## src/rtl/prefix_diff_if.sv

```systemverilog
// prefix_diff_if
//   Bundles the upstream and downstream handshake signals of prefix_diff.
//   Handshake rule on both sides: a beat transfers on a rising clk edge when
//   its valid is high and the matching ready is high. The sender holds its
//   data stable while valid is high and ready is low.
//   Upstream:   IN_valid / IN_data / IN_restart  -> block,  OUT_ready <- block
//   Downstream: OUT_valid / OUT_data -> consumer,  IN_ready <- consumer
//   Status:     OUT_count (FIFO occupancy), OUT_err (sticky monotonic error)
//   Modports: slave = the prefix_diff block, master = the environment around it.
interface prefix_diff_if #(
  parameter int N     = 32,
  parameter int DEPTH = 2
);
  logic                       IN_valid;
  logic [N-1:0]               IN_data;
  logic                       IN_restart;
  logic                       OUT_ready;
  logic                       OUT_valid;
  logic [N-1:0]               OUT_data;
  logic                       IN_ready;
  logic [$clog2(DEPTH+1)-1:0] OUT_count;
  logic                       OUT_err;

  modport slave (
    input  IN_valid, IN_data, IN_restart, IN_ready,
    output OUT_ready, OUT_valid, OUT_data, OUT_count, OUT_err
  );

  modport master (
    output IN_valid, IN_data, IN_restart, IN_ready,
    input  OUT_ready, OUT_valid, OUT_data, OUT_count, OUT_err
  );
endinterface

```

## src/rtl/prefix_diff.sv

```systemverilog
// prefix_diff
//   Turns a stream of running (prefix) sums back into the original addends by
//   emitting IN_data[k] - IN_data[k-1] (mod 2^N). Results go through a small
//   output FIFO so downstream stalls do not immediately stall upstream.
//   Ports:
//     clk, rst_n      single clock, asynchronous active-low reset
//     bus (slave)     IN_valid/IN_data/IN_restart/OUT_ready upstream side,
//                     OUT_valid/OUT_data/IN_ready downstream side,
//                     OUT_count occupancy, OUT_err sticky error
//   Parameters: N data width, DEPTH FIFO entries (2..16).
//   Optional feature macro: PREFIX_DIFF_MONO_CHECK_EN
//     When defined, a non-restart beat whose sum is below the previous sum
//     sets OUT_err (sticky until reset) and triggers a simulation assertion.
//     When undefined, OUT_err is tied low.
module prefix_diff #(
  parameter int N     = 32,
  parameter int DEPTH = 2
) (
  input logic         clk,
  input logic         rst_n,
  prefix_diff_if.slave bus
);

  localparam int CW = $clog2(DEPTH + 1);
  localparam int PW = (DEPTH > 1) ? $clog2(DEPTH) : 1;
  localparam logic [CW-1:0] DEPTH_C  = CW'(DEPTH);
  localparam logic [PW-1:0] PTR_LAST = PW'(DEPTH - 1);

  logic [N-1:0]  mem [DEPTH];
  logic [PW-1:0] wr_ptr;
  logic [PW-1:0] rd_ptr;
  logic [PW-1:0] rd_ptr_nxt;
  logic [CW-1:0] count;
  logic [CW-1:0] count_nxt;
  logic [N-1:0]  prev;
  logic [N-1:0]  head;
  logic [N-1:0]  head_nxt;
  logic [N-1:0]  base;
  logic [N-1:0]  diff;
  logic          ready;
  logic          push;
  logic          pop;

  function automatic logic [PW-1:0] ptr_inc(input logic [PW-1:0] p);
    return (p == PTR_LAST) ? '0 : p + 1'b1;
  endfunction

  // Ready depends only on registered occupancy, so a pop on a full FIFO
  // frees the slot for the following cycle, never the current one.
  assign ready = (count < DEPTH_C);
  assign push  = bus.IN_valid && ready;
  assign pop   = (count != '0) && bus.IN_ready;

  assign base = bus.IN_restart ? '0 : prev;
  assign diff = bus.IN_data - base;

  always_comb begin
    count_nxt = count;
    case ({push, pop})
      2'b10:   count_nxt = count + CW'(1);
      2'b01:   count_nxt = count - CW'(1);
      default: count_nxt = count;
    endcase
  end

  always_comb begin
    rd_ptr_nxt = rd_ptr;
    if (pop) rd_ptr_nxt = ptr_inc(rd_ptr);
  end

  // OUT_data comes from its own register. Its next value is whatever entry
  // sits at the next read pointer; if that slot is being written this edge
  // the incoming diff is forwarded into the head register (no same-cycle
  // bypass to the output).
  always_comb begin
    head_nxt = head;
    if (push && (wr_ptr == rd_ptr_nxt)) begin
      head_nxt = diff;
    end else if (count_nxt != '0) begin
      head_nxt = mem[rd_ptr_nxt];
    end
  end

  always_ff @(posedge clk or negedge rst_n) begin
    if (!rst_n) begin
      for (int i = 0; i < DEPTH; i++) mem[i] <= '0;
      wr_ptr <= '0;
      rd_ptr <= '0;
      count  <= '0;
      head   <= '0;
      prev   <= '0;
    end else begin
      if (push) begin
        mem[wr_ptr] <= diff;
        wr_ptr      <= ptr_inc(wr_ptr);
      end
      rd_ptr <= rd_ptr_nxt;
      count  <= count_nxt;
      head   <= head_nxt;
      // A restart without an accepted beat still clears the history, so the
      // next beat is differenced against zero.
      if (push) begin
        prev <= bus.IN_data;
      end else if (bus.IN_restart) begin
        prev <= '0;
      end
    end
  end

  assign bus.OUT_ready = ready;
  assign bus.OUT_valid = (count != '0);
  assign bus.OUT_data  = head;
  assign bus.OUT_count = count;

`ifdef PREFIX_DIFF_MONO_CHECK_EN
  logic mono_viol;
  logic err_q;

  assign mono_viol = push && !bus.IN_restart && (bus.IN_data < prev);

  always_ff @(posedge clk or negedge rst_n) begin
    if (!rst_n) begin
      err_q <= 1'b0;
    end else if (mono_viol) begin
      err_q <= 1'b1;
    end
  end

  assign bus.OUT_err = err_q;

  a_monotonic: assert property (@(posedge clk) disable iff (!rst_n) !mono_viol)
    else $error("prefix_diff: non-monotonic prefix sum accepted");
`else
  assign bus.OUT_err = 1'b0;
`endif

endmodule

```

## src/flat_wrapper.sv

```systemverilog
// flat-port wrapper written by rule: the top's interface ports become plain ports
module prefix_diff_flat 
#(
  parameter int N     = 32,
  parameter int DEPTH = 2
)
  (clk, rst_n, bus_IN_valid, bus_IN_data, bus_IN_restart, bus_IN_ready, bus_OUT_ready, bus_OUT_valid, bus_OUT_data, bus_OUT_count, bus_OUT_err);
  prefix_diff_if #(.N(N), .DEPTH(DEPTH)) bus_i ();
  input logic clk;
  input logic rst_n;
  input wire logic [$bits(bus_i.IN_valid)-1:0] bus_IN_valid;
  input wire logic [$bits(bus_i.IN_data)-1:0] bus_IN_data;
  input wire logic [$bits(bus_i.IN_restart)-1:0] bus_IN_restart;
  input wire logic [$bits(bus_i.IN_ready)-1:0] bus_IN_ready;
  output wire logic [$bits(bus_i.OUT_ready)-1:0] bus_OUT_ready;
  output wire logic [$bits(bus_i.OUT_valid)-1:0] bus_OUT_valid;
  output wire logic [$bits(bus_i.OUT_data)-1:0] bus_OUT_data;
  output wire logic [$bits(bus_i.OUT_count)-1:0] bus_OUT_count;
  output wire logic [$bits(bus_i.OUT_err)-1:0] bus_OUT_err;
  assign bus_i.IN_valid = bus_IN_valid;
  assign bus_i.IN_data = bus_IN_data;
  assign bus_i.IN_restart = bus_IN_restart;
  assign bus_i.IN_ready = bus_IN_ready;
  assign bus_OUT_ready = bus_i.OUT_ready;
  assign bus_OUT_valid = bus_i.OUT_valid;
  assign bus_OUT_data = bus_i.OUT_data;
  assign bus_OUT_count = bus_i.OUT_count;
  assign bus_OUT_err = bus_i.OUT_err;
  prefix_diff #(.N(N), .DEPTH(DEPTH)) u_core (.clk(clk), .rst_n(rst_n), .bus(bus_i));
endmodule
```

## config.mk

```make
export PLATFORM = sky130hd
export DESIGN_NAME = prefix_diff_flat
export DESIGN_NICKNAME = d
export VERILOG_FILES = /design/src/rtl/prefix_diff_if.sv /design/src/rtl/prefix_diff.sv /design/src/flat_wrapper.sv
export SDC_FILE = /design/constraint.sdc
export NUM_CORES = 1
export LEC_CHECK = 0
export ABC_AREA = 1
export BUFFER_PORTS_ARGS = -buffer_cell sky130_fd_sc_hd__buf_2
export CORE_MARGIN = 2
export CORE_UTILIZATION = 23
export DETAILED_ROUTE_END_ITERATION = 8
export PLACE_DENSITY_LB_ADDON = 0.2
export SLEW_MARGIN = 30
export SYNTH_ARGS = -nofsm -noshare
export SYNTH_HDL_FRONTEND = slang
export SYNTH_SLANG_ARGS = --single-unit
```

## constraint.sdc

```tcl
create_clock -name clk -period 3 [get_ports clk]
set_clock_uncertainty 0.1 [all_clocks]
set_input_delay 0 -clock clk [delete_from_list [all_inputs] [get_ports clk]]
set_output_delay 0 -clock clk [all_outputs]
set_load 0.02 [all_outputs]
```

==> results by group <==
Power
  • Sw Pwr: around 4.5 mW
  • Clock power share: ~22%
  • P_leak: between 5 and 6 nW
  • Switching share of power: 44.8%
  • Comb power frac: 48.8%
  • Peak supply drop: around 0.39 mV
  • Pwr Density: roughly 970 mW/mm^2
  • Power, Total: between 10 and 15 mW
  • Pint: 5.59 mW
  • Share of power burned in registers: a little under 30%

Critical path
  • Critical path class: flip-flop to flip-flop
  • Critical Path Source: u_core.bus.OUT_count[0]
  • Worst setup SP type: flip-flop
  • CP max stage cell: dfrtp_1
  • CP top delay family: simple AND/OR/NAND/NOR gates
  • Crit-path max cell delay: 0.44 ns
  • Bufs and invs on worst path: 3
  • Cell mode on critical path: nand2_1
  • Required time worst endpoint: about 3.2 ns
  • Crit Path Max Fanout: 23
  • Crit path cell chain: inv_2 -> nand2_4 -> nand2_4 -> clkinv_4 -> ha_1 -> a21oi_1 -> nand2_1 -> xor2_2 -> nor2_2 -> buf_4 -> o21ai_0 -> nand2_1 -> nand2_1
  • Crit end category: flip-flop
  • CP Data Arrival Time: about 2.7 ns
  • Worst flop-to-flop path startpoint: u_core.bus.OUT_count[0]

STA
  • Final Hold Vio Count: 0
  • Max transition margin: 43.5%
  • Final WS setup: about 0.5 ns
  • WHS: about 0.011 ns
  • Final TNS setup: 0 ns
  • Final min period: around 2.5 ns
  • Least-Margin Pin Slew: approximately 0.85 ns
  • Peak Freq: between 400 and 500 MHz
  • Final worst-path cycle share: between 80% and 90%
  • Endpoints failing setup: 0
  • Max-slew violation count: 0
  • RSZ-0062 raised after global routing: false

Route
  • DRT iter0 DRCs: between 400 and 500
  • Detailed Route WL: between 20000 and 30000 um
  • Drt wl/cell: between 10 and 15 um
  • Routed via count: around 7700
  • Drt via density: ~4.2
  • Drc violations: 0
  • First-pass DRT Iterations: 5
  • Post-DRT Antenna Nets: 0

Flow run
  • Max_cap viols: 0

Finish
  • P&R area growth vs syn: 23.2%
  • Finished Cell Area: roughly 0.010 mm^2
  • Antenna diode count: 0
  • Most frequent cells in the layout: nand2_1 (523), inv_1 (185), dfrtp_1 (132), o21ai_0 (120), nand3_1 (82)
  • Final nets: about 1400
  • Most common cell after layout, fill and taps aside: nand2_1
  • Share of layout cells above drive strength 1: approximately 10%

Floorplanning
  • Die X: between 150 and 200 um
  • Die H: about 200 um
  • Initial Util: between 20 and 25%
  • DIE AREA: 0.0383 mm^2
  • Core ar.: 0.0363 mm^2
  • # IOs: 74
  • Row count: 70

Logic synthesis
  • Yosys reg bits: between 100 and 150
  • Gate Count Post-Synth: 1257
  • Top cells by area, synth: dfrtp_1 (39%), nand2_1 (23%), inv_1 (8.2%)
  • Largest family of logic cells by synthesized area: simple AND/OR/NAND/NOR gates
  • XOR/XNOR Fraction of Synth Area: ~1.9%
  • Post-synthesis net count: between 1000 and 1500
  • Mapped Area: approximately 0.0084 mm^2
  • Simple-gate share of the synthesized area: 32.9%
  • Post-synthesis mux area share: 0%
  • Cell taking the most area after synthesis: dfrtp_1
  • Adder-cell share of the synthesized area: under 10%
  • Distinct cells, synth: 36
  • Register area share after synthesis: around 40%
  • Average cell area after synthesis: approximately 6.7 um^2
  • YS warnings: 0
  • Synth Area in Compound Gates: under 10%
  • Synth top area share: ~39%

Min path
  • Hold Crit Start: bus_IN_restart
  • Worst hold path class: primary input to flip-flop

Clock tree
  • CTS tree: built
  • Clock Tree Root: clkbuf_16
  • H-tree Lvls: 4
  • CTS Buf Count: 17
  • Clk buf depth: 2
  • Num Clock Sinks: between 100 and 150
  • Worst-Skew Late Latency: between 0.4 and 0.5 ns
  • Cts repair resizes: 0
  • Clock transition at path regs: approximately 0.06 ns

Global routing
  • Antenna violations before repair: 0
  • Largest net degree at the start of global routing: between 80 and 90
  • First-pass GRT wire length: ~42000 um
  • Gr usage total: 14.1%
  • Grt ovf: 0
  • Number of global-route vias before repair: approximately 7700

Run status
  • Status: complete, no violations

Placed design
  • Dpl cell area: slightly above 0.009 mm^2
  • Detail Placement HPWL: roughly 19000 um
  • Gpl congestion: roughly 0.82
  • Pre-CTS setup slack: approximately 0.48 ns
  • Port Buffer Count: around 70
## kinds of logic after synthesis
group / after synthesis
compound gates: 157
xor+xnor: 17
fa+ha+maj: 37
buf+inv: 230
flops: 132
other cells: 1
simple gates: 683
## tightest hold or removal path: cells and delay by family
kind | cells | cell delay [ns]
buf+inv | 3 | 0.31
simple gates | 1 | 0.09
compound gates | 1 | 0.09
## state kept, by name (all words and copies together), names as in the netlist
name / count
u_core.bus.OUT_count: 2
u_core.mem: 64
u_core.rd_ptr: 1
u_core.wr_ptr: 1
u_core.bus.OUT_data: 32
u_core.prev: 32
## per-layer routing
layer / share of wire [%] / vias up / track usage (%)
li1: - / 4090 / -
met1: 53 / 3534 / 20.3
met2: 43 / 81 / 21.9
met3: 2.3 / 21 / 2.26
met4: 1.1 / 0 / 3.73
met5: 0 / - / 0
## stage by stage
| stage | instances | util, % |
|---|---|---|
| 6_report | 1850 | 28.6 |
| 5_1_grt | 1850 | 28.6 |
| 4_1_cts | 1850 | 28.6 |
| 3_5_place_dp | 1772 | 25.6 |
| 3_3_place_gp | 1772 | 25.6 |
| 2_1_floorplan | 1257 | - |
## path summary, 6_finish.rpt
| path | end | slack, ns | depth (start not counted) |
|---|---|---|---|
| setup reg to reg | u_core.bus.OUT_data[25] | 0.51 | 13 |
| min in group asynchronous | u_core.bus.OUT_data[30] | 0.10 | 2 |
| hold reg to reg | u_core.mem[34] | 0.37 | 2 |
| hold / removal | u_core.prev[5] | 0.01 | 5 |
| max in group asynchronous | u_core.prev[22] | 1.84 | 3 |
| setup / recovery | u_core.bus.OUT_data[25] | 0.51 | 13 |
## Yosys cell counts (all sizes together)
library cell and instances:
nand3 82, fa 1, conb 1, nand2 531
nor2 57, and2 3, ha 36, xnor2 8
a21oi 23, clkinv 2, nor3 2, or2 2
buf 16, nand4 2, clkbuf 22, inv 190
xor2 9, dfrtp 132, o21ai 132, nand3b 4
o21bai 1, a21o 1
## area by class of cell
type	instances	area (um^2)
clock buffer	20	457
fill	4046	25900
inverter	192	731
multi-input combinational	895	4200
clock inverter	12	170
sequential	132	3300
timing repair buffer	131	950
tap	468	586
## repair_timing
item	CTS	global route
endpoints found under the setup margin	0	0
hold buffers	46	0
hold endpoints to repair	113	0
setup buffers	0	0
## power groups by stage
| stage | Sequential (mW) | Clock, mW | Combinational, mW |
|---|---|---|---|
| final | 2.93 | 2.25 | 4.93 |
| after global routing | 3.03 | 2.40 | 5.70 |
| after global placement | 2.96 | 0 | 4.88 |
| after floorplan | 3.18 | 0 | 3.28 |
| after detailed placement | 2.97 | 0 | 4.93 |
| after CTS | 2.94 | 2.33 | 5.04 |
(Power assumes the default switching activity.)
